$ cat config.mk
export PLATFORM = sky130hd
export DESIGN_NAME = el2_exu_div_noc_ctrl
export DESIGN_NICKNAME = d
export VERILOG_FILES = /design/src/rtl/el2_exu_div_noc_ctrl.sv
export SDC_FILE = /design/constraint.sdc
export NUM_CORES = 1
export LEC_CHECK = 0
export BUFFER_PORTS_ARGS = -buffer_cell sky130_fd_sc_hd__buf_4
export CORE_UTILIZATION = 41
export CTS_BUF_LIST = sky130_fd_sc_hd__clkbuf_4 sky130_fd_sc_hd__clkbuf_8
export CTS_CLUSTER_DIAMETER = 200
export CTS_CLUSTER_SIZE = 25
export DETAILED_ROUTE_END_ITERATION = 6
export HOLD_SLACK_MARGIN = 0.02
export PLACE_DENSITY_LB_ADDON = 0.2
export SETUP_SLACK_MARGIN = 0.1
export SYNTH_ARGS = -nofsm -noshare
export SYNTH_HDL_FRONTEND = slang
export SYNTH_SLANG_ARGS = --single-unit
$ cat constraint.sdc
create_clock -name clk_noc -period 2 [get_ports clk_noc]
set_input_delay 0.1 -clock clk_noc [delete_from_list [all_inputs] [get_ports clk_noc]]
set_output_delay 0.1 -clock clk_noc [all_outputs]
set_load 0.02 [all_outputs]
$ cat src/rtl/el2_exu_div_noc_ctrl.sv
// el2_exu_div_noc_ctrl: sequences one divide through the NoC divider, resolves divide-by-zero locally.
// Define EL2_DIV_NOC_TIMEOUT_EN to abort WAIT/DRAIN after TIMEOUT_CYCLES with a div_error pulse.
module el2_exu_div_noc_ctrl #(
  parameter int DATA_W         = 32,
  parameter int PKT_W          = 2*DATA_W+2,
  parameter int TIMEOUT_CYCLES = 1024
) (
  input  logic              clk_noc,
  input  logic              rst_l,
  input  logic              dec_div_valid,
  input  logic              dec_div_unsigned,
  input  logic              dec_div_rem,
  input  logic [DATA_W-1:0] dividend,
  input  logic [DATA_W-1:0] divisor,
  input  logic              dec_div_cancel,
  output logic              div_busy,
  output logic              tx_valid,
  input  logic              tx_ready,
  output logic [PKT_W-1:0]  tx_packet,
  input  logic              rx_valid,
  input  logic [DATA_W-1:0] rx_packet,
  output logic              noc_sr_flush,
  output logic              finish_dly,
  output logic [DATA_W-1:0] out,
  output logic              div_error
);
  localparam logic [2:0] S_IDLE  = 3'd0;
  localparam logic [2:0] S_SEND  = 3'd1;
  localparam logic [2:0] S_WAIT  = 3'd2;
  localparam logic [2:0] S_DRAIN = 3'd3;
  localparam logic [2:0] S_ZERO  = 3'd4;
  logic [2:0]        r_state, w_next;
  logic [PKT_W-1:0]  r_packet;
  logic [DATA_W-1:0] r_out;
  logic              r_finish, r_flush, r_error;
  logic              w_accept, w_wd, w_fin_zero, w_fin_rx, w_timeout;
  assign w_accept   = (r_state == S_IDLE) & dec_div_valid & ~dec_div_cancel;
  assign w_wd       = (r_state == S_WAIT) | (r_state == S_DRAIN);
  assign w_fin_zero = (r_state == S_ZERO) & ~dec_div_cancel;
  assign w_fin_rx   = (r_state == S_WAIT) & rx_valid & ~dec_div_cancel;
`ifdef EL2_DIV_NOC_TIMEOUT_EN
  localparam int CW = $clog2(TIMEOUT_CYCLES + 1);
  localparam logic [CW-1:0] LAST = CW'(TIMEOUT_CYCLES - 1);
  logic [CW-1:0] r_cnt;
  assign w_timeout = w_wd & ~rx_valid & (r_cnt == LAST);
  // restart on every entry into WAIT or DRAIN, including WAIT->DRAIN
  always_ff @(posedge clk_noc or negedge rst_l) begin
    if (!rst_l) r_cnt <= '0;
    else if (((w_next == S_WAIT) | (w_next == S_DRAIN)) & (w_next != r_state)) r_cnt <= '0;
    else if (w_wd & (r_cnt != LAST)) r_cnt <= r_cnt + 1'b1;
  end
`else
  assign w_timeout = 1'b0;
`endif
  always_comb begin
    w_next = r_state;
    case (r_state)
      S_IDLE:  if (w_accept) w_next = (divisor == '0) ? S_ZERO : S_SEND;
      S_SEND:  w_next = tx_ready ? (dec_div_cancel ? S_DRAIN : S_WAIT) : (dec_div_cancel ? S_IDLE : S_SEND);
      S_WAIT:  w_next = (rx_valid | w_timeout) ? S_IDLE : (dec_div_cancel ? S_DRAIN : S_WAIT);
      S_DRAIN: w_next = (rx_valid | w_timeout) ? S_IDLE : S_DRAIN;
      default: w_next = S_IDLE;
    endcase
  end
  always_ff @(posedge clk_noc or negedge rst_l) begin
    if (!rst_l) begin
      r_state  <= S_IDLE;
      r_packet <= '0;
      r_out    <= '0;
      r_finish <= 1'b0;
      r_flush  <= 1'b0;
      r_error  <= 1'b0;
    end else begin
      r_state  <= w_next;
      r_finish <= w_fin_zero | w_fin_rx;
      r_flush  <= (w_wd & rx_valid) | w_timeout;
      r_error  <= w_timeout;
      if (w_accept) r_packet <= {dec_div_rem, dec_div_unsigned, dividend, divisor};
      if (w_fin_zero) r_out <= r_packet[PKT_W-1] ? r_packet[2*DATA_W-1:DATA_W] : '1;
      else if (w_fin_rx) r_out <= rx_packet;
    end
  end
  assign div_busy     = (r_state != S_IDLE);
  assign tx_valid     = (r_state == S_SEND);
  assign tx_packet    = r_packet;
  assign noc_sr_flush = r_flush;
  assign finish_dly   = r_finish;
  assign out          = r_out;
  assign div_error    = r_error;
endmodule

==> flow_summary.toml, run 1 <==
[timing]
post-route-period-util = 0.862
setup_viol_count_final = 0
fin_skew_ps = 9.23
hold_viol = 0
final.setup.tns_ps = 0
fmax_ghz = 0.580
rsz0062_at_grt = "no"
whs_ps = 45.4
finalCriticalPeriod_ps = 1720
slew_viol_final = 0

[pwr]
ir_drop_uv = 792
leakage_nw = 3.37
power_w = 0.00950
power_density_nw_per_um2 = 1290

[worst_setup_path]
cp-end-kind = "flop"
start_kind = "flop"
worstPathMaxFanout = 36
critical_path_class = "reg -> reg"
crit_arrival_ps = 1960
slowest_delay_ps = 510
required_ps = 2240
cpMaxStageDelayCell = "dfrtp_1"
crit_path_cell_trace = "nor4_4, buf_12, mux2_2"

[die]
start_util = 0.419
core_area_um2 = 10800
die_area_um2 = 11500
num_rows = 38
die_w_um = 107
die_h_um = 107
io_pins = 207

[cells_and_area]
layout_common_cells = "210 x buf_4, 103 x dfrtp_1, 97 x dlygate4sd3_1"
insertedDiodeCount = 0
multi_input_area_um2 = 1780
regArea_um2 = 2580
final_nets = 755
fillers = 804
finalInstanceArea_um2 = 7370
drive_above_1_share = 0.514
area_growth_pct = 62.1
final_common_cell = "buf_4"
final_cells = 796

[clocking]
cts_tree = "yes"
cts_root_buffer = "clkbuf_8"
clockBufferDepth = 2
ctsHoldBuffers = 97
cts_max_level = 3
clk_latency_ps = 360
numCtsBuffers = 9
clkTransAtPathRegs_ps = 90
cts_setup_buffers = 0
clock_sinks = 103
cts_resized = 0

[synth]
syn_area_um2 = 4540
synth_compound_area_frac = 0.110
ys_ff_latch = 103
syn-num-nets = 460
postSynthCellCount = 356
synth_edf_count = 0
synthTopCellsByArea = "dfrtp_1 57%, mux2_2 16%, o21ai_2 7.1%, nand3b_1 5.6%, o21ai_1 2.8%"
ys_seq_area_frac = 0.567
synth-simple-area-share = 0.117
synthXorXnorAreaFrac = 0
yosys.area.top_type_share = 0.567
synth_cell_types = 26
yosys.area.top_type = "dfrtp_1"
synth_top_family_by_area = "multiplexers"
async_reset_ff_frac = 1.00
syn_area_per_cell_um2 = 12.8
synth_warnings = 0
synthMuxAreaShare = 0.164
ys.flop_type = "dfrtp_1"
synthAdderAreaFrac = 0

[global_routing]
gr-usage-all-layers = 0.231
antenna_found_initial = 0
grt-ovfl-total = 0
grt_pass1_vias = 4113
grt_pass1_wl_mm = 20.4
grt_max_degree = 76

[routing]
drtPass1Iterations = 4
viasPerCell = 4.95
first_iter_violations = 251
drc = 0
routed_wl_mm = 12.7
antenna_left = 0
wl_per_cell_um = 16.0
vias = 3937

[min_path]
min_path_type = "in -> reg"

[placement]
dp_hpwl_mm = 8.01
dpl_cell_area_um2 = 6200
dp.cells = 683
place.port_buffers = 205
gp_congestion = 0.785

[status]
status = "finished, final reports clean"

[run]
maxCapViolCount = 0
[worst max-delay path: cells and delay by family, from the launching register on]
kind	cells	cell delay, ps
flip-flops	1	510
buffers and inverters	1	280
AND/OR/NAND/NOR	1	430
multiplexers	1	370
[where the power goes]
group / leakage [nW] / internal (W) / total [W] / switching, W
sequential: 1.24 / 0.00302 / 0.00363 / 0.000608
clock: 0.0994 / 0.000589 / 0.00129 / 0.000705
combinational: 2.03 / 0.00225 / 0.00457 / 0.00233
[area by class of cell]
cell class	instances	area share
Multi-Input combinational cell	223	0.242
Clock buffer	10	0.0178
Tap cell	140	0.0238
Clock inverter	6	0.00832
Timing Repair Buffer	311	0.357
Inverter	3	0.00153
Sequential cell	103	0.350
[state kept, by name, summed over array words and instances, names as in the netlist]
name	cells
noc_sr_flush	1
r_state	3
out	32
finish_dly	1
tx_packet	66
[path summary, 6_finish.rpt]
kind | from | to | slack [ps] | depth (start not counted)
max | r_state[1] | tx_packet[59] | 280 | 3
min | rx_packet[4] | out[4] | 50 | 3
max reg2reg | r_state[1] | tx_packet[59] | 280 | 3
min reg2reg | out[30] | out[30] | 490 | 2
max in group asynchronous | rst_l | r_state[0] | 1050 | 3
min in group asynchronous | rst_l | out[5] | 220 | 2
[layer usage]
metal	vias to the layer above	wire length, µm	global-route usage
met5	-	0	0
met4	0	289	0.0910
li1	1853	-	-
met3	25	679	0.0575
met1	1922	5180	0.272
met2	137	6590	0.406
[cell usage after synthesis (3+ instances only)]
| cell | instances |
|---|---|
| buf_2 | 11 |
| buf_4 | 4 |
| buf_6 | 6 |
| clkbuf_1 | 5 |
| dfrtp_1 | 103 |
| inv_1 | 3 |
| mux2_2 | 66 |
| nand2_1 | 33 |
| nand2b_1 | 3 |
| nand3b_1 | 34 |
| nor4_1 | 8 |
| o21ai_0 | 3 |
| o21ai_1 | 25 |
| o21ai_2 | 37 |
[cells by family (layout without fill, tap and decap cells)]
| kind of cell | count (synthesis) | in the layout |
|---|---|---|
| multiplexers | 66 | 66 |
| AO/OA/AOI/OAI | 70 | 70 |
| flip-flops | 103 | 103 |
| other | 1 | 1 |
| buffers and inverters | 30 | 330 |
| AND/OR/NAND/NOR | 86 | 86 |
[per-stage QoR]
| stage | util | setup slack [ps] |
|---|---|---|
| after detailed placement | 0.572 | 280 |
| final | 0.679 | 277 |
| after floorplan | - | 345 |
| after CTS | 0.679 | 270 |
| after global routing | 0.679 | 199 |
| after global placement | 0.572 | 339 |
Note: power is estimated with default switching activity, not from simulation.
==> inputs of run 2 (changes only) <==
- CTS_BUF_LIST: sky130_fd_sc_hd__clkbuf_4 sky130_fd_sc_hd__clkbuf_8 -> not set
==> flow_summary.toml, run 2 (synthesis gave the netlist of run 1 again) <==
[pwr]
power_w = 0.00949
intPower_w = 0.00585
p_seq_frac = 0.382
ir_drop_uv = 724
p_sw_w = 0.00364
leakage_nw = 3.36
pwr-share-comb = 0.482
clkPwrFrac = 0.135
switching_share = 0.384
power_density_nw_per_um2 = 1290

[cells_and_area]
layout_common_cells = "210 x buf_4, 103 x dfrtp_1, 97 x dlygate4sd3_1"
final_core_util = 0.679
drive_above_1_share = 0.512
final_cells = 796
largest_reg_flops = 66
insertedDiodeCount = 0
final_nets = 755
final_common_cell = "buf_4"
area_growth_pct = 62.0

[die]
die_h_um = 107
num_rows = 38
io_pins = 207
die_w_um = 107
die_area_um2 = 11500
start_util = 0.419
core_area_um2 = 10800

[routing]
first_iter_violations = 219
antenna_left = 0
viasPerCell = 4.95
wl_per_cell_um = 16.0
drtPass1Iterations = 4
vias = 3943
drc = 0
routed_wl_mm = 12.8

[global_routing]
grt.met2_usage = 0.405
use_met3 = 0.0545
grt_pass1_wl_mm = 20.4
antenna_found_initial = 0
grt-ovfl-total = 0
grt_busiest_layer = "met2"
grt_max_degree = 76
gr-usage-all-layers = 0.231
use_met1 = 0.272
grt_pass1_vias = 4113

[timing]
fmax_ghz = 0.577
setup_viol_count_final = 0
slew_viol_final = 0
fin_skew_ps = 8.30
final.setup.tns_ps = 0
finalCriticalPeriod_ps = 1730
rsz0062_at_grt = "no"
post-route-period-util = 0.866
hold_viol = 0

[worst_setup_path]
crit_start = "r_state[1]"
cpMaxStageDelayCell = "dfrtp_1"
cp-end-kind = "flop"
critical_path_class = "reg -> reg"
reg2reg_from = "r_state[1]"
rrSetupSlack_ps = 270
r2r_end = "tx_packet[59]"
critical_path_buf_inv_count = 1
start_kind = "flop"
slowest_delay_ps = 520
cp.depth = 3
endpoint = "tx_packet[59]"
required_ps = 2240
crit_path_cell_trace = "nor4_4, buf_12, mux2_2"
crit_family = "flip-flops"
crit_arrival_ps = 1970
reg2reg_depth = 3
worstPathMaxFanout = 36

[clocking]
cts_max_level = 3
cts_resized = 0
clockBufferDepth = 2
numCtsBuffers = 9
cts_root_buffer = "clkbuf_8"
clock_sinks = 103
cts_tree = "yes"
clk_latency_ps = 360
clkTransAtPathRegs_ps = 100

[placement]
gp_congestion = 0.785
place.port_buffers = 205
dp_hpwl_mm = 8.01
dp.cells = 683

[run]
maxCapViolCount = 0

[min_path]
min_path_type = "in -> reg"
hp-start = "rx_packet[4]"

[status]
status = "finished, final reports clean"
[run 2: layout make-up]
cell class	count	area, µm²
sequential	103	2580
timing repair buffer	311	2630
inverter	3	11.3
multi-input combinational	223	1780
tap	140	175
clock buffer	10	128
fill	805	3480
clock inverter	6	61.3
[run 2: power by group through the flow]
stage / combinational (W) / clock [W] / sequential [W]
2_1_floorplan: 0.00126 / 0 / 0.00471
3_3_place_gp: 0.00437 / 0 / 0.00362
3_5_place_dp: 0.00443 / 0 / 0.00366
4_1_cts: 0.00458 / 0.00133 / 0.00362
5_1_grt: 0.00486 / 0.00142 / 0.00375
6_report: 0.00458 / 0.00129 / 0.00363
[run 2: worst register-to-register path, stage by stage, from the launching register on]
cell     delay (ps)
dfrtp_1         520
nor4_4          430
buf_12          280
mux2_2          380
[run 2: worst min path at each step]
stage	endpoint	slack [ps]	cells after the start
floorplan	finish_dly	-200	0
global placement	out[28]	60	1
detailed placement	out[28]	70	1
CTS	out[5]	20	3
global route	r_state[1]	60	3
finish	out[4]	40	3
[run 2: metal layers]
metal  wire length, µm  part of all wire
met2              6620              0.52
met1              5170              0.41
met5                 0                 0
met3               674             0.053
met4               292             0.023
[run 2: stage by stage]
step           hold WS (ps)  instance area, µm²  setup slack [ps]
2_1_floorplan          -196                4540               345
3_3_place_gp           61.3                6200               339
3_5_place_dp           67.4                6200               280
4_1_cts                23.4                7360               270
5_1_grt                62.2                7360               199
6_report               42.8                7360               267
[run 2: repair_timing]
item,CTS,global route
endpoints found under the hold margin,124,0
buffers inserted,0,0
setup endpoints to repair,0,0
hold buffers,97,0
